$ cat src/rtl/pps_gen_pkg.sv
// Shared types and helpers for the PPS generator: FSM state encoding, default
// counter width and the clamped effective-period calculation.
package pps_gen_pkg;

    localparam int unsigned CNT_W_DEF = 32;
    // Wide working width for period arithmetic; supports CNT_W up to 63.
    localparam int unsigned PEFF_W    = 64;

    typedef enum logic [1:0] {
        StIdle  = 2'd0,
        StRun   = 2'd1,
        StAlign = 2'd2
    } state_e;

    // Effective period (cycles-1) = period + signed corr, clamped to [1, pmax].
    // A result below 1 would give a second shorter than two cycles.
    function automatic logic [PEFF_W-1:0] calc_peff(
        input logic [PEFF_W-1:0] period,
        input logic [PEFF_W-1:0] corr,
        input logic [PEFF_W-1:0] pmax
    );
        logic signed [PEFF_W:0] sum;
        sum = $signed({1'b0, period}) + $signed({corr[PEFF_W-1], corr});
        if (sum[PEFF_W] || (sum == '0)) begin
            return PEFF_W'(1);
        end else if (sum[PEFF_W-1:0] > pmax) begin
            return pmax;
        end else begin
            return sum[PEFF_W-1:0];
        end
    endfunction

endpackage

$ cat src/rtl/pps_gen_edge.sv
// Rising-edge detector for an already-synchronised input. The previous sample
// is registered; a synchronous clear forces the history high so an input that
// is already high is not reported as a fresh edge.
module pps_gen_edge (
    input  logic clk,
    input  logic resetn,
    input  logic i_clr,
    input  logic i_d,
    output logic o_rise
);

    logic r_prev;

    // Track the previous input sample; clear re-arms the detector.
    always_ff @(posedge clk or negedge resetn) begin
        if (!resetn) begin
            r_prev <= 1'b1;
        end else if (i_clr) begin
            r_prev <= 1'b1;
        end else begin
            r_prev <= i_d;
        end
    end

    assign o_rise = i_d & ~r_prev & ~i_clr;

endmodule

$ cat src/rtl/pps_gen.sv
// Programmable PPS generator. Emits pps_out and a one-cycle fix_pulse at each
// second start, supports a one-shot signed period correction and alignment to
// an external pps_in edge with timeout.
// Optional: define PPS_GEN_SECONDS_EN to add the 32-bit sec_cnt output.
module pps_gen
    import pps_gen_pkg::*;
#(
    parameter int unsigned       CNT_W         = CNT_W_DEF,
    parameter logic [CNT_W-1:0]  PERIOD_DEF    = CNT_W'(99_999_999),
    parameter int unsigned       ALIGN_TMO_MUL = 2
) (
    input  logic             clk,
    input  logic             resetn,
    input  logic             enable,
    input  logic [CNT_W-1:0] period,
    input  logic [CNT_W-1:0] width,
    input  logic [CNT_W-1:0] corr,
    input  logic             corr_stb,
    input  logic             align_req,
    input  logic             pps_in,
    output logic             pps_out,
    output logic             fix_pulse,
    output logic             align_tmo,
    output logic [1:0]       state
`ifdef PPS_GEN_SECONDS_EN
    ,
    output logic [31:0]      sec_cnt
`endif
);

    // Timeout counter width leaves headroom for the multiplier.
    localparam int unsigned TW = CNT_W + 8;

    state_e           r_state, w_state_d;
    logic [CNT_W-1:0] r_cnt, w_cnt_d;
    logic [CNT_W-1:0] r_peff;
    logic [CNT_W-1:0] r_period;
    logic [CNT_W-1:0] r_width;
    logic [CNT_W-1:0] r_corr;
    logic             r_corr_pend;
    logic [TW-1:0]    r_acnt, w_acnt_d;
    logic             r_pps, w_pps_d;
    logic             r_fix, w_fix_d;
    logic             r_tmo, w_tmo_d;

    logic             w_start;
    logic             w_align_ok;
    logic             w_edge_clr;
    logic             w_rise;
    logic [TW-1:0]    w_tmo_lim;
    logic [CNT_W-1:0] w_peff_new;
    logic [PEFF_W-1:0] w_period_x;
    logic [PEFF_W-1:0] w_corr_x;
    logic [PEFF_W-1:0] w_pmax_x;

    pps_gen_edge u_edge (
        .clk    (clk),
        .resetn (resetn),
        .i_clr  (w_edge_clr),
        .i_d    (pps_in),
        .o_rise (w_rise)
    );

    assign w_period_x = {{(PEFF_W-CNT_W){1'b0}}, period};
    assign w_corr_x   = r_corr_pend ? {{(PEFF_W-CNT_W){r_corr[CNT_W-1]}}, r_corr} : '0;
    assign w_pmax_x   = {{(PEFF_W-CNT_W){1'b0}}, {CNT_W{1'b1}}};
    assign w_peff_new = CNT_W'(calc_peff(w_period_x, w_corr_x, w_pmax_x));
    assign w_tmo_lim  = TW'(ALIGN_TMO_MUL) * (TW'(r_period) + TW'(1));

    // Next-state and registered-output decode; every entry into RUN at cnt=0
    // goes through w_start so all second starts behave the same way.
    always_comb begin
        w_state_d  = r_state;
        w_cnt_d    = r_cnt;
        w_acnt_d   = r_acnt;
        w_pps_d    = 1'b0;
        w_fix_d    = 1'b0;
        w_tmo_d    = 1'b0;
        w_start    = 1'b0;
        w_align_ok = 1'b0;
        w_edge_clr = 1'b0;

        if (!enable) begin
            w_state_d = StIdle;
            w_cnt_d   = '0;
            w_acnt_d  = '0;
        end else begin
            unique case (r_state)
                StIdle, StRun: begin
                    if (align_req) begin
                        w_state_d  = StAlign;
                        w_cnt_d    = '0;
                        w_acnt_d   = '0;
                        w_edge_clr = 1'b1;
                    end else if (r_state == StIdle || r_cnt >= r_peff) begin
                        w_start = 1'b1;
                    end else begin
                        w_cnt_d = r_cnt + CNT_W'(1);
                        w_pps_d = (r_cnt + CNT_W'(1)) < r_width;
                    end
                end
                StAlign: begin
                    if (align_req) begin
                        // Restart the timeout window.
                        w_acnt_d   = '0;
                        w_edge_clr = 1'b1;
                    end else if (w_rise) begin
                        w_start    = 1'b1;
                        w_align_ok = 1'b1;
                    end else if (r_acnt + TW'(1) >= w_tmo_lim) begin
                        w_start = 1'b1;
                    end else begin
                        w_acnt_d = r_acnt + TW'(1);
                        // Timeout strobe lands on the last ALIGN cycle.
                        w_tmo_d  = (r_acnt + TW'(2)) == w_tmo_lim;
                    end
                end
                default: w_state_d = StIdle;
            endcase
        end

        if (w_start) begin
            w_state_d = StRun;
            w_cnt_d   = '0;
            w_fix_d   = 1'b1;
            w_pps_d   = (width != '0);
        end
    end

    // State, counters, outputs and per-second latched configuration.
    always_ff @(posedge clk or negedge resetn) begin
        if (!resetn) begin
            r_state     <= StIdle;
            r_cnt       <= '0;
            r_acnt      <= '0;
            r_pps       <= 1'b0;
            r_fix       <= 1'b0;
            r_tmo       <= 1'b0;
            r_peff      <= PERIOD_DEF;
            r_period    <= PERIOD_DEF;
            r_width     <= '0;
            r_corr      <= '0;
            r_corr_pend <= 1'b0;
        end else begin
            r_state <= w_state_d;
            r_cnt   <= w_cnt_d;
            r_acnt  <= w_acnt_d;
            r_pps   <= w_pps_d;
            r_fix   <= w_fix_d;
            r_tmo   <= w_tmo_d;
            if (w_start) begin
                r_period <= period;
                r_width  <= width;
                r_peff   <= w_peff_new;
            end
            // A new strobe wins over clearing the value applied this cycle.
            if (corr_stb) begin
                r_corr      <= corr;
                r_corr_pend <= 1'b1;
            end else if (w_start) begin
                r_corr_pend <= 1'b0;
            end
        end
    end

    assign pps_out   = r_pps;
    assign fix_pulse = r_fix;
    assign align_tmo = r_tmo;
    assign state     = r_state;

`ifdef PPS_GEN_SECONDS_EN
    logic [31:0] r_sec;

    // Seconds counter: restarts from zero on a successful alignment.
    always_ff @(posedge clk or negedge resetn) begin
        if (!resetn) begin
            r_sec <= '0;
        end else if (w_start) begin
            r_sec <= w_align_ok ? 32'd0 : r_sec + 32'd1;
        end
    end

    assign sec_cnt = r_sec;
`endif

endmodule
$ cat config.mk
export PLATFORM = sky130hd
export DESIGN_NAME = pps_gen
export DESIGN_NICKNAME = d
export VERILOG_FILES = /design/src/rtl/pps_gen_pkg.sv /design/src/rtl/pps_gen_edge.sv /design/src/rtl/pps_gen.sv
export SDC_FILE = /design/constraint.sdc
export NUM_CORES = 1
export LEC_CHECK = 0
export BUFFER_PORTS_ARGS = -buffer_cell sky130_fd_sc_hd__buf_4
export CAP_MARGIN = 20
export CORE_MARGIN = 4
export CORE_UTILIZATION = 50
export DETAILED_ROUTE_END_ITERATION = 8
export GPL_ROUTABILITY_DRIVEN = 0
export PLACE_DENSITY = 0.68
export SYNTH_ARGS = -nofsm -noshare
export SYNTH_HDL_FRONTEND = slang
export SYNTH_HIERARCHICAL = 1
export SYNTH_SLANG_ARGS = --single-unit
$ cat constraint.sdc
create_clock -name clk -period 5.94 [get_ports clk]
set_input_delay 1.485 -clock clk [delete_from_list [all_inputs] [get_ports clk]]
set_output_delay 1.485 -clock clk [all_outputs]
set_load 0.005 [all_outputs]
==> metrics.md, run 1 <==
| Metric | Value |
|---|---|
| Post-cts hold buffer count | `0` |
| Startpoint types | `input port` |
| Crit-path max cell delay | `540 ps` |
| Xor and xnor fraction of the mapped netlist area | `8.75%` |
| CTS HTree Levels | `1` |
| # diodes | `0` |
| Warnings from Yosys | `6` |
| Max Fclk | `0.188 GHz` |
| DR pass1 iterations | `7` |
| DIE AREA | `0.0358 mm²` |
| PnR Total Power | `5.64 mW` |
| CTS Buf Count | `26` |
| Max-slew violations | `0` |
| Crit path arrival time | `5770 ps` |
| Vias in the first global route | `14.3k` |
| Residual DRC | `0` |
| FFs w/ async S/R, synth | `100%` |
| Post-synthesis adder-cell area fraction | `10.3%` |
| DP Wirelength | `33900 µm` |
| Initial antenna violation count | `0` |
| Compound-gate portion of the synthesized area | `17.8%` |
| Tightest Pin Transition | `927 ps` |
| CTS root buffer | `clkbuf_16` |
| Dominant synthesized flop cell | `dfrtp_1` |
| Final hold violation count | `0` |
| Clock Tree Buf Depth | `3` |
| Clock sink count | `207` |
| Starting Density | `50.6%` |
| Postcts setup bufs | `0` |
| CORE AREA | `0.0325 mm²` |
| Min Tclk post-route | `5330 ps` |
| Post-Synth Simple-Gate Area | `19.9%` |
| Mapped cell area | `0.0164 mm²` |
| Critical Path RT | `6390 ps` |
| Distinct cells, synth | `89` |
| Critical Path Fanout Max | `23` |
| VDD IR-drop max | `264 µV` |
| Worst hold path type | `reg -> reg` |
| Critical path class | `in -> reg` |
| Clk_lat worst skew | `570 ps` |
| Max-slew headroom | `38.2%` |
| Layout cells sized above 1 | `16.6%` |
| Largest family of logic cells by synthesized area | `simple AND/OR/NAND/NOR gates` |
| Post-cts resize count | `0` |
| Average routed wire per standard cell | `18.9 µm` |
| RSZ-0062 raised after global routing | `no` |
| Die Y | `189 µm` |
| Final setup fails | `0` |
| Post-synth EDFFs | `0` |
| Mux cell area share after synthesis | `6.22%` |
| DR vias | `14.3k` |
| Initial DRC Count | `850` |
| Nets | `2143` |
| Vias per inst | `6.05` |
| Crit end category | `register` |
| Critical-path top delay cell | `or4b_1` |
| Max cap viols | `0` |
| Post-DRT Antenna Nets | `0` |
| Core Rows | `66` |
| Mean Syn Cell Area | `8.88 µm²` |
| Overflow after GRT | `0` |
| Clock slew at reported path FFs | `60 ps` |
| Port bufs | `106` |
| Die Width | `189 µm` |
| Post-synth net total | `2084` |
| IO Count | `107` |
| Run status | `finished, final reports clean` |
| Seq/Total Area, Yosys | `31.9%` |
| Register bit total from synthesis | `207` |
| GRT Util Overall | `24.6%` |
| Skew final | `33.2 ps` |
| Power Density | `306 mW/mm²` |
| Pleak | `8.19 nW` |
| Cells after synthesis | `1847` |
| Period utilisation layout | `89.7%` |
| CP cell instances | `buf_4 > ha_1 > fa_1 > a211oi_1 > nor3_1 > or4b_1 > a31oi_1 > o21ai_0 > a21oi_1 > ha_1 > nand2_1 > a221oi_1 > nand3b_1 > a211o_1 > nor2_1 > buf_4 > a21oi_1 > mux2_1` |
| Final setup TNS | `0 ps` |
| Largest net degree at the start of global routing | `136` |
| Area growth, synth to finish | `12.3%` |
| First-pass GRT wire length | `73100 µm` |
| CTS tree | `done` |
| Final WL | `44600 µm` |
-- path summary, 6_finish.rpt --
check | from | endpoint | slack (ps) | depth (start not counted)
min in group asynchronous | resetn | r_acnt[25] | 960 | 1
worst min register to register | r_corr[11] | r_corr[11] | 500 | 1
max in group asynchronous | resetn | r_width[6] | 3840 | 2
worst max-delay path | period[0] | r_peff[30] | 610 | 18
worst min-delay path | r_corr[11] | r_corr[11] | 500 | 1
worst max register to register | r_corr_pend | r_peff[30] | 620 | 18
-- where the power goes --
part | switching (mW) | internal [mW] | total (mW)
clock | 0.644 | 0.966 | 1.61
sequential | 0.305 | 1.83 | 2.14
combinational | 1.08 | 0.809 | 1.89
-- final cells by class --
class	count	area, µm²
clock inverter	8	146
timing repair buffer	131	1040
clock buffer	37	712
inverter	100	375
multi-input combinational	1440	10400
tap	442	553
sequential	207	5230
fill	2934	14000
-- per-layer routing --
| layer | track usage (%) | routed length [µm] |
|---|---|---|
| met1 | 33.2 | 19700 |
| met2 | 40.4 | 20600 |
| met3 | 3.76 | 2460 |
| met4 | 9.11 | 1780 |
| met5 | 0 | 0 |
-- through the flow --
step           hold slack (ps)  area [µm²]  util, %  std cells  setup slack, ps
4_1_cts                    501       18400     56.8       2365              698
2_1_floorplan              452       16400        -       1847              662
3_5_place_dp               485       17600     54.1       2320              116
5_1_grt                    507       18400     56.8       2365              219
3_3_place_gp               476       17600     54.1       2320              288
6_report                   500       18400     56.8       2365              613
-- logic make-up (layout without fill, tap and decap cells) --
kind of cell / after synthesis / after routing
buffers and inverters: 200 / 276
adder cells (fa/ha/maj): 135 / 135
XOR/XNOR: 164 / 164
AO/OA/AOI/OAI: 434 / 434
multiplexers: 91 / 91
AND/OR/NAND/NOR: 616 / 616
flip-flops: 207 / 207
-- worst max-delay path: cells and delay by family --
family	cells	cell delay, ps
buf+inv	2	370
simple gates	5	1010
fa+ha+maj	3	810
mux	1	310
compound gates	7	1780
-- synthesized netlist by cell type, types with 4 or more instances --
cell / instances / area (µm²)
clkbuf_1: 62 / 233
or3_1: 12 / 75.1
nand3_1: 76 / 380
a31oi_4: 8 / 170
nor4b_1: 7 / 61.3
dfrtp_1: 168 / 4200
o21ai_1: 31 / 155
a21o_1: 34 / 255
a21boi_0: 4 / 30.0
a311oi_1: 4 / 35.0
or2_2: 10 / 62.6
and4_1: 12 / 105
xnor2_1: 99 / 867
a211oi_1: 12 / 90.1
mux2_1: 14 / 158
or4_1: 6 / 45.0
nor2b_1: 8 / 50.1
ha_1: 134 / 1680
nand3b_1: 7 / 52.6
a211o_1: 7 / 61.3
dfstp_2: 39 / 1020
nor3_1: 40 / 200
a31oi_1: 43 / 269
nand2_1: 158 / 593
xor2_1: 65 / 569
o2111ai_1: 4 / 35.0
nor2_1: 88 / 330
a221oi_1: 7 / 61.3
a32o_1: 12 / 120
o211ai_1: 13 / 97.6
o21ai_0: 56 / 280
a41oi_1: 5 / 43.8
buf_4: 6 / 45.0
inv_1: 99 / 372
and3_1: 26 / 163
a21oi_1: 119 / 596
o31ai_1: 17 / 128
nand2b_1: 6 / 37.5
nand4_1: 63 / 394
mux2_2: 74 / 833
and2_1: 47 / 294
buf_2: 25 / 125
o21a_1: 22 / 165
nor4_1: 31 / 194
-- cell usage in the layout, fill, tap and decap left out, types with 13 or more instances in the layout --
cell type,count
nand4_1,63
o31ai_1,17
nor2_1,87
clkbuf_16,26
o21ai_0,56
nand3_1,75
o211ai_1,13
dfrtp_1,168
nor4_1,30
inv_1,99
and2_1,47
buf_4,126
xor2_1,65
and3_1,26
nand2_1,158
ha_1,134
mux2_1,14
mux2_2,74
o21ai_1,31
xnor2_1,99
o21a_1,22
dfstp_2,39
nor3_1,40
a21o_1,34
a21oi_1,119
a31oi_1,43
-- state kept, by name, summed over array words and instances, names as in the netlist --
name,count
r_acnt,40
r_period,32
pps_out,1
r_corr_pend,1
u_edge/r_prev,1
state,2
r_corr,32
r_width,32
r_peff,32
fix_pulse,1
r_cnt,32
align_tmo,1
(Power assumes the default switching activity.)
==> inputs of run 2 (changes only) <==
--- a/config.mk
+++ b/config.mk
@@ -6,12 +6,12 @@
 export NUM_CORES = 1
 export LEC_CHECK = 0
 export BUFFER_PORTS_ARGS = -buffer_cell sky130_fd_sc_hd__buf_4
-export CAP_MARGIN = 20
+export CAP_MARGIN = 40
 export CORE_MARGIN = 4
 export CORE_UTILIZATION = 50
 export DETAILED_ROUTE_END_ITERATION = 8
 export GPL_ROUTABILITY_DRIVEN = 0
-export PLACE_DENSITY = 0.68
+export PLACE_DENSITY = 0.77
 export SYNTH_ARGS = -nofsm -noshare
 export SYNTH_HDL_FRONTEND = slang
 export SYNTH_HIERARCHICAL = 1
==> run 2 against run 1 <==
Against the previous run: clock skew fell by 19 ps; combinational power about the same; worst setup slack better by 100 ps; die area did not move; first-iteration DRC count grew 38%; critical path depth did not move; cell count about the same; sequential power about the same; non-clock buffer count shrank 2.
==> metrics.md, run 2 (synthesis results as in run 1) <==
| Metric | Value |
|---|---|
| Post-cts resize count | `0 (unchanged)` |
| Nets | `2140 (-0.14%)` |
| Fin worst setup slack | `717 ps (+104 ps)` |
| Core Rows | `66 (unchanged)` |
| Worst hold path type | `reg -> reg` |
| Crit path arrival time | `5650 ps (-120 ps)` |
| CORE AREA | `0.0325 mm² (unchanged)` |
| Starting Density | `50.6% (unchanged)` |
| Largest net degree at the start of global routing | `140 (+2.9%)` |
| Period utilisation layout | `87.9% (-1.7 points)` |
| Largest register FFs | `40 (unchanged)` |
| Commonest cells after routing, fill and taps aside | `168 x dfrtp_1, 158 x nand2_1, 134 x ha_1, 124 x buf_4, 119 x a21oi_1` |
| Max cap viols | `0 (unchanged)` |
| Initial antenna violation count | `2 (+2)` |
| Average routed wire per standard cell | `18.7 µm (-0.65%)` |
| Clock Tree Buf Depth | `3 (unchanged)` |
| Hold Slack | `495 ps (-5.02 ps)` |
| Max-slew headroom | `45.4% (+7.2 points)` |
| Crit-path max cell delay | `560 ps (+20 ps)` |
| Pleak | `8.19 nW (-0.11%)` |
| First-pass GRT wire length | `72900 µm (-0.34%)` |
| Overflow after GRT | `0 (unchanged)` |
| Residual DRC | `0 (unchanged)` |
| Post-DRT Antenna Nets | `0 (unchanged)` |
| Postcts setup bufs | `0 (unchanged)` |
| IO Count | `107 (unchanged)` |
| RSZ-0062 raised after global routing | `no` |
| Critical-path top delay cell | `or4b_1` |
| CP delay by family, top | `compound AO/OA/AOI/OAI gates` |
| Critical Path Fanout Max | `23 (unchanged)` |
| Min Tclk post-route | `5220 ps (-104 ps)` |
| Power Density | `305 mW/mm² (-0.46%)` |
| Initial DRC Count | `1172 (+38%)` |
| Critical path class | `in -> reg` |
| Post-cts hold buffer count | `0 (unchanged)` |
| CTS HTree Levels | `1 (unchanged)` |
| Layout cells sized above 1 | `16.7% (+0.11 points)` |
| Cells after DPL | `2318 (-0.086%)` |
| Port bufs | `106 (unchanged)` |
| CTS tree | `done` |
| Die Y | `189 µm (unchanged)` |
| VDD IR-drop max | `249 µV (-5.6%)` |
| Clock slew at reported path FFs | `60 ps (about the same)` |
| Pre-CTS setup slack | `246 ps (+130 ps)` |
| Commonest non-fill, non-tap cell in the layout | `dfrtp_1` |
| GRT Util Overall | `24.4% (-0.20 points)` |
| # diodes | `0 (unchanged)` |
| Max-slew violations | `0 (unchanged)` |
| Vias per inst | `6.12 (+1.2%)` |
| Top reg by flops | `r_acnt` |
| DP Wirelength | `33400 µm (-1.3%)` |
| Die Width | `189 µm (unchanged)` |
| Startpoint types | `input port` |
| Run status | `finished, final reports clean` |
| Final setup fails | `0 (unchanged)` |
| Final WL | `44300 µm (-0.69%)` |
| Skew final | `14.2 ps (-19.1 ps)` |
| Max Fclk | `0.191 GHz (+2.0%)` |
| Final setup TNS | `0 ps (unchanged)` |
| Crit end category | `register` |
| Area growth, synth to finish | `12.2% (about the same)` |
| Vias in the first global route | `14.3k (+0.50%)` |
| Fin util | `56.7% (about the same)` |
| CTS root buffer | `clkbuf_16` |
| Clk_lat worst skew | `550 ps (-20 ps)` |
| CP cell instances | `buf_4 > ha_1 > fa_1 > a211oi_1 > nor3_1 > or4b_1 > a31oi_1 > o21ai_0 > a21oi_1 > ha_1 > nand2_1 > a221oi_1 > nand3b_1 > a211o_1 > nor2_1 > buf_4 > a21oi_1 > mux2_1` |
| Crit path buf inv count | `2 (unchanged)` |
| Final hold violation count | `0 (unchanged)` |
| Post-route cell area | `0.0184 mm² (about the same)` |
| DIE AREA | `0.0358 mm² (unchanged)` |
| Final Non-Filler Cells | `2364 (-0.042%)` |
| PnR Total Power | `5.61 mW (-0.55%)` |
| DR pass1 iterations | `5 (-2)` |
| CTS Buf Count | `25 (-3.8%)` |
| Tightest Pin Transition | `819 ps (-108 ps)` |
| DR vias | `14.5k (+1.2%)` |
| Clock sink count | `207 (unchanged)` |
| Critical Path RT | `6370 ps (-20 ps)` |
| Area after DPL | `0.0176 mm² (about the same)` |
==> run 2: changes by cell type in the layout (fill, tap and decap cells not counted), sizes merged <==
cell / previous run / this run
clkinvlp: 0 / 2
buf: 130 / 128
clkbuf: 38 / 37
==> run 2: cell type report <==
type	count	area, µm²
inverters	100	375
repair buffers	129	1030
well taps	442	553
fillers	2835	14000
clock inverters	10	134
clock buffers	36	717
multi-input cells	1440	10400
flip-flops and latches	207	5230
==> run 2: worst register-to-register path: stages (launching register included) <==
cell and delay, ps:
dfstp_2 610, and3_1 200, nand3_1 340, nor4_1 760
nand3_1 170, xor2_1 360, ha_1 320, a21o_1 180
a211oi_1 230, o31ai_1 120, a21oi_1 180, nand4_1 170
nor3_2 310, and3_4 480, o31a_1 230, buf_12 220
o221ai_1 140
==> run 2: final timing paths <==
path                       slack, ps  cells past startpoint        start         end
hold / removal                   500                      1   r_width[0]  r_width[0]
setup reg to reg                 780                     16  r_period[7]   r_acnt[2]
setup / recovery                 720                     18    period[0]  r_peff[30]
max in group asynchronous       4140                      2       resetn    r_cnt[3]
min in group asynchronous        900                      1       resetn  r_acnt[28]
hold reg to reg                  500                      1   r_width[0]  r_width[0]
==> run 2: metal layers <==
metal  vias to the layer above  GRT usage [%]  part of all wire, %
met1                      6980           32.2                   42
met4                         0           7.65                  3.2
li1                       6854              -                    -
met3                       113           3.12                  6.2
met5                         -              0                    0
met2                       519           42.0                   49
==> run 2: power by group <==
group	switching (mW)	internal, mW
logic	1.07	0.808
registers	0.299	1.83
clock network	0.633	0.968
total	2.00	3.61
==> inputs of run 3 (changes only) <==
--- a/config.mk
+++ b/config.mk
@@ -7,6 +7,7 @@
 export LEC_CHECK = 0
 export BUFFER_PORTS_ARGS = -buffer_cell sky130_fd_sc_hd__buf_4
 export CAP_MARGIN = 40
+export CORE_ASPECT_RATIO = 1.5
 export CORE_MARGIN = 4
 export CORE_UTILIZATION = 50
 export DETAILED_ROUTE_END_ITERATION = 8
==> run 3 against run 2 <==
Against the previous run: clock skew grew 15 ps; flip-flop and latch count is the same; critical path type is now reg -> reg; count of clock-buffer cells in the layout shrank 10; cell count shrank 1.2%.
==> metrics.md, run 3 (synthesis results as in run 1) <==
| Metric | Value |
|---|---|
| Run status | `finished, final reports clean` |
| Postcts setup bufs | `0 (unchanged)` |
| VDD IR-drop max | `294 µV (+18%)` |
| CORE AREA | `0.0325 mm² (+0.24%)` |
| Clk_lat worst skew | `550 ps (about the same)` |
| Layout cells sized above 1 | `16.9% (+0.22 points)` |
| Max-slew headroom | `43.9% (-1.5 points)` |
| Period utilisation layout | `88.4% (+0.51 points)` |
| Post-cts hold buffer count | `0 (unchanged)` |
| Pre-CTS setup slack | `234 ps (-12.1 ps)` |
| First-pass GRT wire length | `74700 µm (+2.4%)` |
| Combinational Power Share | `33.4% (about the same)` |
| Final Non-Filler Cells | `2336 (-1.2%)` |
| Fin worst setup slack | `687 ps (-30.5 ps)` |
| Area growth, synth to finish | `12.2% (unchanged)` |
| Net switching power | `2.03 mW (+1.2%)` |
| Clock Tree Buf Depth | `3 (unchanged)` |
| Max-slew violations | `0 (unchanged)` |
| Pleak | `8.19 nW (about the same)` |
| Fillers | `2815 (-0.71%)` |
| Sequential power share | `37.4% (-0.6 points)` |
| Crit end category | `register` |
| Commonest non-fill, non-tap cell in the layout | `dfrtp_1` |
| Post-DRT Antenna Nets | `0 (unchanged)` |
| Skew final | `29.0 ps (+14.9 ps)` |
| # diodes | `0 (unchanged)` |
| DR vias | `14.6k (+1.2%)` |
| Critical path class | `reg -> reg` |
| Initial DRC Count | `1133 (-3.3%)` |
| Initial antenna violation count | `0 (-2)` |
| Post-cts resize count | `0 (unchanged)` |
| Final setup fails | `0 (unchanged)` |
| Final hold violation count | `0 (unchanged)` |
| Power Density | `308 mW/mm² (+1.0%)` |
| PnR Total Power | `5.67 mW (+1.0%)` |
| Critical Path Fanout Max | `12 (-48%)` |
| Final setup TNS | `0 ps (unchanged)` |
| Clock sink count | `207 (unchanged)` |
| Startpoint types | `register` |
| GRT Util Overall | `25.3% (+0.86 points)` |
| CTS HTree Levels | `1 (unchanged)` |
| Max Fclk | `0.190 GHz (-0.58%)` |
| DIE AREA | `0.0358 mm² (+0.17%)` |
| IO Count | `107 (unchanged)` |
| Power share of the clock group | `29.2% (+0.7 points)` |
| Residual DRC | `0 (unchanged)` |
| Crit path arrival time | `5720 ps (+70 ps)` |
| Footprint of the multi-input gates | `0.0104 mm² (unchanged)` |
| Die Width | `156 µm (-18%)` |
| Die Y | `230 µm (+22%)` |
| Critical Path RT | `6410 ps (+40 ps)` |
| CTS tree | `done` |
| Vias in the first global route | `14.7k (+2.3%)` |
| Overflow after GRT | `0 (unchanged)` |
| Vias per inst | `6.26 (+2.4%)` |
| Register area | `0.00523 mm² (unchanged)` |
| Core Rows | `81 (+23%)` |
| Largest register FFs | `40 (unchanged)` |
| DR pass1 iterations | `5 (unchanged)` |
| Tightest Pin Transition | `833 ps (+14.3 ps)` |
| RSZ-0062 raised after global routing | `no` |
| Top reg by flops | `r_acnt` |
| Worst hold path type | `reg -> reg` |
| Clock slew at reported path FFs | `60 ps (about the same)` |
| CTS root buffer | `clkbuf_16` |
| Nets | `2141 (+0.047%)` |
| DP Wirelength | `35000 µm (+4.7%)` |
| Starting Density | `50.4% (-0.12 points)` |
| CTS Buf Count | `23 (-8.0%)` |
| Max cap viols | `0 (unchanged)` |
| Final WL | `46200 µm (+4.2%)` |
| Int Pwr | `3.65 mW (+0.98%)` |
| Commonest cells after routing, fill and taps aside | `168 x dfrtp_1, 158 x nand2_1, 134 x ha_1, 126 x buf_4, 119 x a21oi_1` |
| Largest net degree at the start of global routing | `78 (-44%)` |
| Min Tclk post-route | `5250 ps (+30.6 ps)` |
| Cells after DPL | `2294 (-1.0%)` |
| Port bufs | `106 (unchanged)` |
| Net Sw Frac | `35.7% (+0.039 points)` |
| Average routed wire per standard cell | `19.8 µm (+5.4%)` |
==> run 3: cell count changes in the layout (fill, tap and decap cells not counted) <==
cell	before	now
clkbuf_16	25	23
clkinv_2	4	2
buf_4	124	126
clkbuf_8	6	3
buf_12	3	4
clkinv_4	0	3
buf_8	0	1
clkinvlp_4	2	4
clkbuf_1	6	1
buf_16	1	0
bufinv_16	3	6
==> run 3: area by class of cell <==
cell class                      instances  share of cell area, %
Inverter                              100                   2.04
Tap cell                              415                   2.82
Timing Repair Buffer                  132                   5.73
Sequential cell                       207                   28.4
Multi-Input combinational cell       1440                   56.3
Clock buffer                           26                   3.30
Clock inverter                         16                   1.39
==> run 3: final timing paths <==
check | start | to | slack (ps) | cells past startpoint
min in group asynchronous | resetn | r_acnt[22] | 950 | 1
min | r_peff[25] | r_peff[25] | 490 | 1
max reg2reg | r_period[7] | r_cnt[26] | 690 | 15
min reg2reg | r_peff[25] | r_peff[25] | 490 | 1
max in group asynchronous | resetn | r_corr[3] | 3800 | 2
max | r_period[7] | r_cnt[26] | 690 | 15
==> run 3: power by group through the flow <==
| stage | Clock (mW) | Combinational [mW] | Sequential (mW) |
|---|---|---|---|
| after floorplan | 0 | 1.37 | 2.01 |
| after detailed placement | 0 | 1.87 | 2.13 |
| after global routing | 1.73 | 2.10 | 2.15 |
| after global placement | 0 | 1.78 | 2.12 |
| after CTS | 1.68 | 1.88 | 2.11 |
| final | 1.65 | 1.90 | 2.12 |
==> run 3: metrics by stage <==
step	utilization [%]	hold slack, ps	cell area (µm²)
2_1_floorplan	-	452	16400
3_3_place_gp	53.9	476	17500
3_5_place_dp	53.9	486	17500
4_1_cts	56.6	501	18400
5_1_grt	56.6	514	18400
6_report	56.6	495	18400
==> run 3: worst max-delay path: stages, from the launching register on <==
cell      delay (ps)
dfstp_2          610
and3_1           210
nand3_1          330
nor4_1           840
nand3_1          180
xor2_1           340
ha_1             320
a21o_1           190
a211oi_1         270
o31ai_1          130
a21oi_1          210
nand4_1          180
nor3_2           330
and2_1           260
o311a_1          560
a22o_1           220
==> run 3: routing by layer <==
layer  wire length, µm  GRT usage (%)
met1             17200           29.1
met2             23800           45.9
met3              2390           2.67
met4              2690           12.4
met5                 0              0
